<file path="src/rtl/rr_grant_encoder.sv">
// Round-robin arbiter for 4 requesters with a registered grant index,
// a rotating priority pointer and a hold-time watchdog.
module rr_grant_encoder #(
   parameter int unsigned MAX_HOLD = 8
) (
   input  logic       clk,
   input  logic       rst,
   input  logic [3:0] req,
   input  logic       done,
   output logic [1:0] gnt_idx,
   output logic       gnt_valid,
   output logic       timeout
);

   typedef enum logic {
      ST_IDLE,
      ST_GRANT
   } state_t;

   state_t     r_state, w_state_nxt;
   logic [1:0] r_ptr, w_ptr_nxt;
   logic [1:0] r_idx, w_idx_nxt;
   logic [7:0] r_cnt, w_cnt_nxt;
   logic       r_timeout, w_timeout_nxt;

   logic [1:0] w_sel;
   logic       w_any;
   logic       w_withdraw;
   logic       w_wd;

   // Circular scan starting at the priority pointer; first hit wins.
   always_comb begin
      logic [1:0] v_cand;
      w_sel = '0;
      w_any = 1'b0;
      for (int unsigned i = 0; i < 4; i++) begin
         v_cand = r_ptr + 2'(i);
         if (!w_any && req[v_cand]) begin
            w_sel = v_cand;
            w_any = 1'b1;
         end
      end
   end

   assign w_withdraw = ~req[r_idx];
   assign w_wd       = (r_cnt == 8'(MAX_HOLD - 1));

   always_comb begin
      w_state_nxt   = r_state;
      w_ptr_nxt     = r_ptr;
      w_idx_nxt     = r_idx;
      w_cnt_nxt     = r_cnt;
      w_timeout_nxt = 1'b0;
      unique case (r_state)
         ST_IDLE: begin
            if (w_any) begin
               w_idx_nxt   = w_sel;
               w_cnt_nxt   = '0;
               w_state_nxt = ST_GRANT;
            end
         end
         ST_GRANT: begin
            if (done || w_withdraw || w_wd) begin
               w_state_nxt   = ST_IDLE;
               w_ptr_nxt     = r_idx + 2'd1;
               w_cnt_nxt     = '0;
               // Timeout flags only a release the owner did not cause itself.
               w_timeout_nxt = ~done & ~w_withdraw;
            end else begin
               w_cnt_nxt = r_cnt + 8'd1;
            end
         end
         default: w_state_nxt = ST_IDLE;
      endcase
   end

   always_ff @(posedge clk) begin
      if (rst) begin
         r_state   <= ST_IDLE;
         r_ptr     <= '0;
         r_idx     <= '0;
         r_cnt     <= '0;
         r_timeout <= 1'b0;
      end else begin
         r_state   <= w_state_nxt;
         r_ptr     <= w_ptr_nxt;
         r_idx     <= w_idx_nxt;
         r_cnt     <= w_cnt_nxt;
         r_timeout <= w_timeout_nxt;
      end
   end

   assign gnt_idx   = r_idx;
   assign gnt_valid = (r_state == ST_GRANT);
   assign timeout   = r_timeout;

endmodule
</file>
<file path="config.mk">
export PLATFORM = sky130hd
export DESIGN_NAME = rr_grant_encoder
export DESIGN_NICKNAME = d
export VERILOG_FILES = /design/src/rtl/rr_grant_encoder.sv
export SDC_FILE = /design/constraint.sdc
export NUM_CORES = 1
export LEC_CHECK = 0
export BUFFER_PORTS_ARGS = -buffer_cell sky130_fd_sc_hd__buf_2
export CAP_MARGIN = 20
export CELL_PAD_IN_SITES_DETAIL_PLACEMENT = 0
export CELL_PAD_IN_SITES_GLOBAL_PLACEMENT = 1
export CORE_UTILIZATION = 43
export CTS_BUF_LIST = sky130_fd_sc_hd__clkbuf_2 sky130_fd_sc_hd__clkbuf_4 sky130_fd_sc_hd__clkbuf_8
export DETAILED_ROUTE_END_ITERATION = 8
export GPL_ROUTABILITY_DRIVEN = 0
export GPL_TIMING_DRIVEN = 0
export PLACE_DENSITY_LB_ADDON = 0.1
export SYNTH_ARGS = -nofsm -noshare
export SYNTH_HDL_FRONTEND = slang
export SYNTH_SLANG_ARGS = --single-unit
</file>
<file path="constraint.sdc">
create_clock -name clk -period 2.6 [get_ports clk]
set_clock_uncertainty 0.2 [all_clocks]
set_input_delay 0.52 -clock clk [delete_from_list [all_inputs] [get_ports clk]]
set_output_delay 0.52 -clock clk [all_outputs]
set_load 0.01 [all_outputs]
</file>
==> flow_results.xml <==
<?xml version="1.0" encoding="UTF-8"?>
<metrics>
  <group name="outcome">
    <metric name="status" unit="">finished, final reports clean</metric>
  </group>
  <group name="flow_run">
    <metric name="timing.max_cap.violations" unit="">0</metric>
  </group>
  <group name="floorplanning">
    <metric name="dieArea" unit="µm²">2010</metric>
    <metric name="fp.dieW" unit="µm">44.9</metric>
    <metric name="start_util" unit="%">45.8</metric>
    <metric name="floorplan.core_area" unit="µm²">1730</metric>
    <metric name="num_rows" unit="">15</metric>
    <metric name="fp.dieH" unit="µm">44.9</metric>
    <metric name="io-pin-count" unit="">11</metric>
  </group>
  <group name="timing">
    <metric name="worstMarginPinSlew" unit="ns">0.680</metric>
    <metric name="hold_fails_final_rpt" unit="">0</metric>
    <metric name="unrepaired_setup_endpoints_after_global_routing" unit="">false</metric>
    <metric name="timing.fmax" unit="MHz">474</metric>
    <metric name="timing.final.crit_share" unit="%">81.2</metric>
    <metric name="timing.max_slew.rel_slack" unit="%">54.2</metric>
    <metric name="report.final.setup_viol" unit="">0</metric>
    <metric name="period_needed" unit="ns">2.11</metric>
    <metric name="finalMaxSlewViolations" unit="">0</metric>
    <metric name="setup_total_negative_slack" unit="ns">0</metric>
  </group>
  <group name="grt">
    <metric name="grt_max_degree" unit="">11</metric>
    <metric name="number_of_global_route_vias_before_repair" unit="">590</metric>
    <metric name="grt_pass1_wl" unit="µm">2560</metric>
    <metric name="grt_overflow_total" unit="">0</metric>
    <metric name="globalRouteTotalUtil" unit="%">17.4</metric>
    <metric name="grt_antenna_before_repair" unit="">0</metric>
  </group>
  <group name="drt">
    <metric name="wl_per_cell" unit="µm">12.3</metric>
    <metric name="ant_nets" unit="">0</metric>
    <metric name="number_of_vias_per_cell_after_detailed_routing" unit="">5.47</metric>
    <metric name="dr.pass1.iters" unit="">4</metric>
    <metric name="num_vias" unit="">738</metric>
    <metric name="totalWireLength" unit="µm">1660</metric>
    <metric name="drt_iter0_drc" unit="">23</metric>
    <metric name="drc" unit="">0</metric>
  </group>
  <group name="clock_network">
    <metric name="cts_tree" unit="">yes</metric>
    <metric name="numCtsBuffers" unit="">3</metric>
    <metric name="hold_buffers" unit="">0</metric>
    <metric name="clk_pin_slew" unit="ns">0.08</metric>
    <metric name="clock_sink_count" unit="">14</metric>
    <metric name="cts-root-to-sink-buffers" unit="">2</metric>
    <metric name="clock_tree_root_driver_cell" unit="">clkbuf_4</metric>
    <metric name="cts.repair.resized" unit="">0</metric>
    <metric name="clk-insertion-delay-late" unit="ns">0.27</metric>
    <metric name="ctsHtreeMaxLevel" unit="">1</metric>
    <metric name="cts_setup_buffers" unit="">0</metric>
  </group>
  <group name="power">
    <metric name="cellLeakagePower" unit="nW">0.316</metric>
    <metric name="peakVddDrop" unit="V">0.000387</metric>
    <metric name="power-per-cell-area" unit="nW/µm²">522</metric>
  </group>
  <group name="logic_synthesis">
    <metric name="asyncSetResetFlopFracSynth" unit="%">0</metric>
    <metric name="synth.area.top_cells" unit="">dfxtp_1 (35%), nand2_1 (5.2%), a21oi_1 (3.8%)</metric>
    <metric name="postSynthAreaPerCell" unit="µm²">8.24</metric>
    <metric name="synth_enable_flop_cells" unit="">0</metric>
    <metric name="area_share_of_the_largest_cell_type_after_synthesis" unit="%">35.4</metric>
    <metric name="syn_nets" unit="">104</metric>
    <metric name="ys_warn_count" unit="">0</metric>
    <metric name="number_of_register_bits_inferred_by_synthesis" unit="">14</metric>
    <metric name="synth_top_area_cell" unit="">dfxtp_1</metric>
    <metric name="synth_cell_types" unit="">37</metric>
    <metric name="synthFlopType" unit="">dfxtp_1</metric>
    <metric name="ys_seq_area_share" unit="%">35.4</metric>
    <metric name="mappedNetlistArea" unit="µm²">791</metric>
    <metric name="postSynthCellCount" unit="">96</metric>
  </group>
  <group name="final_layout">
    <metric name="most_common_cell_after_layout_fill_and_taps_aside" unit="">dfxtp_1</metric>
    <metric name="area_growth_syn_to_layout" unit="%">14.9</metric>
    <metric name="n_antenna_cell" unit="">0</metric>
    <metric name="final-instance-count-excl-fill" unit="">135</metric>
    <metric name="commonest_cells_after_routing_fill_and_taps_aside" unit="">dfxtp_1 (14), nand2_1 (11), buf_2 (10)</metric>
    <metric name="drive_gt1_share" unit="%">19.1</metric>
    <metric name="final_nets" unit="">119</metric>
    <metric name="nFillCells" unit="">167</metric>
  </group>
  <group name="setup_path">
    <metric name="timing.rr.start" unit="">r_cnt[6]$_SDFFE_PP0P_</metric>
    <metric name="arrival" unit="ns">2.08</metric>
    <metric name="timing_worst_setup_path_type" unit="">reg -&gt; reg</metric>
    <metric name="startpoint_of_the_worst_setup_timing_path" unit="">r_cnt[6]$_SDFFE_PP0P_</metric>
    <metric name="cp-start-kind" unit="">flop</metric>
    <metric name="worst-endpoint-required" unit="ns">2.57</metric>
    <metric name="rr_worst_depth" unit="">4</metric>
    <metric name="worst-path-max-fanout" unit="">3</metric>
    <metric name="end_kind" unit="">flop</metric>
  </group>
  <group name="place">
    <metric name="placed_cells" unit="">131</metric>
    <metric name="place.port_buffers" unit="">10</metric>
    <metric name="dpl.hpwl" unit="µm">1220</metric>
  </group>
  <group name="worst_hold_path">
    <metric name="whs_path_depth" unit="">2</metric>
    <metric name="hold_path_class" unit="">in -&gt; reg</metric>
    <metric name="hold_path.startpoint" unit="">rst</metric>
  </group>
</metrics>
[metrics by stage]
stage                     hold WS (ns)  util [%]  instance area (µm²)  setup slack [ns]  power (mW)
after detailed placement         0.278      50.5                  872             0.275       0.322
after floorplan                  0.257         -                  791             0.589       0.295
after CTS                        0.277      52.6                  908             0.490       0.481
final                            0.289      52.6                  908             0.488       0.474
after global routing             0.279      52.6                  908             0.428       0.498
after global placement           0.271      50.5                  872             0.254       0.322
[cell usage after synthesis, drive strengths merged, types with 2 or more instances]
cell / count
o21ai: 3
nor2b: 2
nand4b: 2
nor2: 6
nand3: 4
nand2b: 2
o31a: 2
nor4: 3
a21o: 2
a21oi: 7
dfxtp: 14
nand4: 2
mux2i: 3
clkbuf: 4
nor3b: 2
inv: 2
nand2: 11
nor3: 2
a211oi: 3
o211ai: 3
a31oi: 3
[worst paths after layout]
path / to / slack, ns
setup / recovery: r_ptr[0]$_SDFFE_PP0P_ / 0.49
hold / removal: r_cnt[6]$_SDFFE_PP0P_ / 0.29
setup reg to reg: r_ptr[0]$_SDFFE_PP0P_ / 0.49
hold reg to reg: r_cnt[0]$_SDFFE_PP0P_ / 0.29
[critical path, stage by stage, from the launching register on]
cell     delay, ns
dfxtp_1       0.35
or4_4         0.54
or3_4         0.36
a21oi_2       0.21
mux2_2        0.35
[power breakdown]
part / leakage, nW / internal, mW / switching (mW)
Combinational: 0.181 / 0.0351 / 0.0461
Clock: 0.0210 / 0.0850 / 0.0723
Sequential: 0.114 / 0.224 / 0.0111
[state kept, by name, summed over array words and instances (netlist names)]
signal     count
gnt_valid      1
gnt_idx        2
timeout        1
r_cnt          8
r_ptr          2
[layout make-up]
type / count / area, µm² / area share (%)
Timing Repair Buffer: 10 / 50.0 / 5.51
Sequential cell: 14 / 280 / 30.9
Multi-Input combinational cell: 76 / 488 / 53.7
Buffer: 4 / 15.0 / 1.65
Tap cell: 25 / 31.3 / 3.44
Clock buffer: 4 / 36.3 / 3.99
Inverter: 2 / 7.51 / 0.826
[metal layers]
metal	global-route usage (%)	vias to the layer above	part of all wire (%)	wire length, µm
met4	3.64	0	0.72	12
li1	-	388	-	-
met3	3.60	2	3.1	52
met1	27.9	332	55	917
met5	0	-	0	0
met2	23.5	16	41	678
[logic make-up after synthesis]
kind of cell / count (synthesis) / synth area share (%)
DFF: 14 / 35.4
muxes: 4 / 5.22
buffers and inverters: 6 / 2.85
adders and majority gates: 1 / 1.58
xor gates and xnor gates: 2 / 2.22
and+or+nand+nor: 42 / 29.7
AOI/OAI and AO/OA: 27 / 22.9
Note: power is estimated with default switching activity, not from simulation.
